### src/rtl/dmem_pkg.sv
// dmem_pkg: shared constants for the data-memory arbiter.
// Port indices, funct3 access lengths and arbiter FSM states.
package dmem_pkg;

    localparam int PORT_CPU = 0;
    localparam int PORT_LD  = 1;

    localparam logic [2:0] LEN_B  = 3'b000;
    localparam logic [2:0] LEN_H  = 3'b001;
    localparam logic [2:0] LEN_W  = 3'b010;
    localparam logic [2:0] LEN_BU = 3'b100;
    localparam logic [2:0] LEN_HU = 3'b101;

    typedef enum logic {
        ARB    = 1'b0,
        LOCKED = 1'b1
    } arb_state_t;

endpackage

### src/rtl/arb_rr2.sv
// arb_rr2: two-input round-robin picker with a CPU force
// and a loader hold.
module arb_rr2 (
    input  logic [1:0] req,
    input  logic       last,
    input  logic       force0,
    input  logic       hold1,
    output logic [1:0] gnt
);

    // Starvation force first, then lock, then round-robin tie.
    always_comb begin
        gnt = 2'b00;
        priority case (1'b1)
            force0 && req[0]: gnt = 2'b01;
            hold1:            gnt = {req[1], 1'b0};
            req[0] && req[1]: gnt = last ? 2'b01 : 2'b10;
            default:          gnt = req;
        endcase
    end

endmodule

### src/rtl/dmem_arbiter.sv
// dmem_arbiter: shares data_mem between the CPU MEM stage and a
// loader/debug master, with loader lock and a CPU starvation guard.
module dmem_arbiter
    import dmem_pkg::*;
#(
    parameter int WIDTH      = 32,
    parameter int ADDR_W     = 8,
    parameter int STARVE_MAX = 16
) (
    input  logic              CLK,
    input  logic              RST,

    input  logic              cpu_req,
    input  logic              cpu_we,
    input  logic [2:0]        cpu_len,
    input  logic [WIDTH-1:0]  cpu_addr,
    input  logic [WIDTH-1:0]  cpu_wdata,
    output logic              cpu_stall,
    output logic              cpu_ack,
    output logic [WIDTH-1:0]  cpu_rdata,

    input  logic              ld_req,
    input  logic              ld_we,
    input  logic [2:0]        ld_len,
    input  logic [WIDTH-1:0]  ld_addr,
    input  logic [WIDTH-1:0]  ld_wdata,
    input  logic              ld_lock,
    output logic              ld_ack,
    output logic [WIDTH-1:0]  ld_rdata,

    output logic [ADDR_W-1:0] mem_addr,
    output logic [WIDTH-1:0]  mem_in,
    output logic [2:0]        mem_len,
    output logic              mem_read,
    output logic              mem_write,
    input  logic [WIDTH-1:0]  mem_out
);

    localparam int CNT_W = (STARVE_MAX > 2) ? $clog2(STARVE_MAX) : 1;
    localparam logic [CNT_W-1:0] CNT_TOP = CNT_W'(STARVE_MAX - 1);

    arb_state_t       state;
    logic             last_gnt;
    logic [CNT_W-1:0] starve_cnt;
    logic [1:0]       gnt;
    logic             starve_hit;
    logic             locked;
    logic             unused_hi;

    // Address bits above the memory size are ignored so accesses wrap.
    assign unused_hi = ^{cpu_addr[WIDTH-1:ADDR_W],
                         ld_addr[WIDTH-1:ADDR_W]};

    assign starve_hit = cpu_req && (starve_cnt == CNT_TOP);
    assign locked     = (state == LOCKED);

    arb_rr2 u_pick (
        .req    ({ld_req, cpu_req}),
        .last   (last_gnt),
        .force0 (starve_hit),
        .hold1  (locked),
        .gnt    (gnt)
    );

    assign cpu_stall = cpu_req & ~gnt[PORT_CPU];

    // Drive data_mem from the granted port; idle and reset cycles
    // never read or write.
    always_comb begin
        mem_addr  = '0;
        mem_in    = '0;
        mem_len   = '0;
        mem_read  = 1'b0;
        mem_write = 1'b0;
        unique case (1'b1)
            gnt[PORT_CPU]: begin
                mem_addr  = cpu_addr[ADDR_W-1:0];
                mem_in    = cpu_wdata;
                mem_len   = cpu_len;
                mem_read  = ~cpu_we & ~RST;
                mem_write = cpu_we & ~RST;
            end
            gnt[PORT_LD]: begin
                mem_addr  = ld_addr[ADDR_W-1:0];
                mem_in    = ld_wdata;
                mem_len   = ld_len;
                mem_read  = ~ld_we & ~RST;
                mem_write = ld_we & ~RST;
            end
            default: ;
        endcase
    end

    // Ownership FSM and round-robin history.
    always_ff @(posedge CLK) begin
        if (RST) begin
            state    <= ARB;
            last_gnt <= 1'b1;
        end else begin
            if (|gnt)
                last_gnt <= gnt[PORT_LD];
            unique case (state)
                ARB:
                    if (gnt[PORT_LD] && ld_lock)
                        state <= LOCKED;
                LOCKED:
                    if (!ld_lock)
                        state <= ARB;
                default:
                    state <= ARB;
            endcase
        end
    end

    // Count consecutive CPU wait cycles, saturating at the force point.
    always_ff @(posedge CLK) begin
        if (RST) begin
            starve_cnt <= '0;
        end else if (cpu_req && !gnt[PORT_CPU]) begin
            if (starve_cnt != CNT_TOP)
                starve_cnt <= starve_cnt + 1'b1;
        end else begin
            starve_cnt <= '0;
        end
    end

    // One-cycle ack and load-data capture for the granted port.
    always_ff @(posedge CLK) begin
        if (RST) begin
            cpu_ack   <= 1'b0;
            ld_ack    <= 1'b0;
            cpu_rdata <= '0;
            ld_rdata  <= '0;
        end else begin
            cpu_ack <= gnt[PORT_CPU];
            ld_ack  <= gnt[PORT_LD];
            if (gnt[PORT_CPU] && !cpu_we)
                cpu_rdata <= mem_out;
            if (gnt[PORT_LD] && !ld_we)
                ld_rdata <= mem_out;
        end
    end

endmodule
### config.mk
export PLATFORM = sky130hd
export DESIGN_NAME = dmem_arbiter
export DESIGN_NICKNAME = d
export VERILOG_FILES = /design/src/rtl/dmem_pkg.sv /design/src/rtl/arb_rr2.sv /design/src/rtl/dmem_arbiter.sv
export SDC_FILE = /design/constraint.sdc
export NUM_CORES = 1
export LEC_CHECK = 0
export ABC_CLOCK_PERIOD_IN_PS = 2200
export CORE_ASPECT_RATIO = 0.7
export CORE_MARGIN = 1.5
export CORE_UTILIZATION = 29
export CTS_CLUSTER_DIAMETER = 120
export DETAILED_ROUTE_END_ITERATION = 10
export PLACE_DENSITY = 0.79
export SLEW_MARGIN = 25
export SYNTH_ARGS = -nofsm -noshare
export SYNTH_HDL_FRONTEND = slang
export SYNTH_HIERARCHICAL = 1
export SYNTH_SLANG_ARGS = --single-unit
### constraint.sdc
create_clock -name CLK -period 2.2 [get_ports CLK]
set_input_delay 0.44 -clock CLK [delete_from_list [all_inputs] [get_ports CLK]]
set_output_delay 0.44 -clock CLK [all_outputs]
set_load 0.005 [all_outputs]
==> metrics.csv <==
metric,value,unit
# rows,32,
Final min period,2.57,ns
Synth area leaders,"dfxtp_1 44%, nand2_1 12%, a22o_1 12%",
drt drc,0,
Longest Clk Path Bufs,2,
"Largest stage delay, worst path",0.35,ns
share of cells above drive strength 1,29.6,%
synth warn,6,
largest net degree at the start of global routing,56,
R2R setup slack,-0.19,ns
vias in the first global route,3663,
via count,3739,
Clk pwr share,42.1,%
ant diodes,0,
RSZ-0062 raised after global routing,yes,
area of the multi-input gates,1670,sq um
switching pwr,0.970,mW
WL/cell,16.3,um
reg2reg path depth,15,
Worst path depth,12,
"Req. time, crit path",1.76,ns
number of flops mapped to enable cells by yosys,0,
Internal,3.09,mW
critical path type,reg -> out,
Hold/Removal Path Class,reg -> reg,
worst vdd ir,0.547,mV
Die Y,91.8,um
CP Launch Type,flop,
CTS H-Tree Depth,3,
CTS sink cnt,72,
status,finished with violations,
"Design Area, Final",6390,sq um
Cells after Synth,382,
Final setup viols,78,
Final HPWL DP,9610,um
Mapped Area,3270,sq um
hold path depth,2,
remaining antenna violation count,0,
drt first-iter violations,156,
Critical Path Fanout Max,5,
I/O Buffers,236,
total CTS buffers,9,
non-filler instance count after layout,806,
max_slew headroom,53.2,%
f_max,389,MHz
most instantiated cells after synthesis,"101 x nand2_1, 72 x dfxtp_1, 43 x a22o_1",
ys flop type,dfxtp_1,
Reg area,1440,sq um
number of fillers in the final layout,987,
GR Util All Layers,21.3,%
Worst Clk Skew,0.00754,ns
I/O pin count,285,
sequential share of power,34.5,%
final WL,13200,um
final setup margin,-0.372,ns
Max Cap Viol,0,
Placer Congestion,0.713,
crit path to,mem_read,
Avg Inst Size Synth,8.56,sq um
Yosys reg bits,72,
Final #Nets,822,
Worst EP arrival,2.13,ns
initial core utilization,29.7,%
"CP delay by family, top",buffers and inverters,
total grt overflow,0,
DP Worst Slack,-0.813,ns
reg2reg end,cpu_rdata[1],
vias per inst,4.64,
Leak,2.51,nW
Synthesized Nets,556,
core area,11000,sq um
setup TNS,-17.61,ns
slowest CP cell,dfxtp_2,
global-route wire length before repair,19500,um
most frequent cell after synthesis,nand2_1,
"Area growth, synth to finish",95.7,%
"Hold Vio Cnt, Final",0,
Die Area,11900,sq um
max-slew violation count,0,
Crit. Startpoint,starve_cnt[1],
Gate power share,23.5,%
Buf/Inv on CP,5,
placed instance count,761,
failing checks,setup timing,
CTS tree,built,
worst-skew pair later-pin latency,0.33,ns
crit-path cells,ha_4 -> nand3_4 -> nor2_4 -> inv_2 -> a221oi_4 -> buf_6 -> buf_12 -> buf_6 -> nand2b_4 -> o21a_1 -> nor2_1 -> buf_2,
initial antenna violation count,0,
Final Power,4.06,mW
Area after DPL,5840,sq um
CP most frequent cell,buf_6,
"Reg clk slew, reported paths",0.06,ns
Initial DRT Pass Iterations,4,
PD cells,635,nW/um^2
share of the synthesized area in the top cell type,44.1,%
Synth async-reset ratio,0,%
crit share post-route,117,%
Unique masters post-synth,30,
dominant cell type by area after synthesis,dfxtp_1,
nature of the critical path endpoint,output port,
Root Driver,clkbuf_16,
Worst Tran Pin Value,0.702,ns
Net Sw Frac,23.9,%
"Seq/Total Area, Yosys",44.1,%
RR Startpoint,starve_cnt[1],
Horiz. Die Dim,130,um
final cells by class:
class                   instances  share of cell area (%)
clock buffers                  10                    3.74
clock inverters                 6                    1.80
inverters                       4                   0.235
multi-input cells             271                    26.0
flip-flops and latches         72                    22.6
well taps                     153                    2.99
repair buffers                290                    42.6
kinds of logic after synthesis:
kind of cell,count (synthesis),share of synthesized area (%)
and+or+nand+nor,154,21.0
AOI/OAI and AO/OA,114,26.5
DFF,72,44.1
buffers and inverters,39,7.43
xor gates and xnor gates,1,0.268
muxes,1,0.306
adders and majority gates,1,0.383
registers in the layout, indices dropped and copies added, names as in the netlist:
| name | flops |
|---|---|
| cpu_ack | 1 |
| last_gnt | 1 |
| ld_ack | 1 |
| locked | 1 |
| cpu_rdata | 32 |
| ld_rdata | 32 |
| starve_cnt | 4 |
worst min path at each step:
stage	from	end	slack (ns)
2_1_floorplan	last_gnt	last_gnt	0.45
3_3_place_gp	cpu_rdata[20]	cpu_rdata[20]	0.44
3_5_place_dp	cpu_rdata[20]	cpu_rdata[20]	0.45
4_1_cts	cpu_rdata[20]	cpu_rdata[20]	0.46
5_1_grt	ld_rdata[31]	ld_rdata[31]	0.48
6_report	cpu_rdata[12]	cpu_rdata[12]	0.45
layout by cell type (no fill, tap or decap), types with 3 or more instances in the layout:
master           count
nor2_1               8
clkdlybuf4s50_1    188
a21oi_2             32
buf_2               47
dfxtp_1             70
a22o_1              43
bufinv_16            3
nand2_1            101
clkbuf_16            9
buf_6               17
buf_12               7
buf_4               26
nand2_2             30
buf_8                3
a21oi_1             33
routing by layer:
layer / global-route usage (%) / wire length (um)
met1: 29.0 / 5920
met2: 34.7 / 6340
met3: 5.60 / 890
met4: 3.15 / 29
met5: 0 / 0
stage by stage:
step	util [%]	hold slack, ns
floorplan	-	0.447
detailed placement	53.0	0.447
finish	58.1	0.455
global route	58.1	0.476
CTS	57.4	0.455
global placement	53.0	0.441
what timing repair did:
item,4_1_cts,5_1_grt
setup endpoints to repair,78,78
cloned,1,0
hold buffers,0,0
setup buffers,21,10
resized for setup,219,16
pin swaps,39,18
tightest hold or removal path, stage by stage (launching register included):
cell	delay, ns
dfxtp_1	0.31
nand2_1	0.05
a21oi_1	0.05
power by group through the flow:
stage	logic, mW	clock network [mW]	registers, mW
2_1_floorplan	0.310	0	1.43
3_3_place_gp	0.891	0	1.42
3_5_place_dp	0.903	0	1.43
4_1_cts	0.933	1.74	1.40
5_1_grt	1.01	1.80	1.40
6_report	0.953	1.71	1.40
Power figures use the tool's default switching activity.
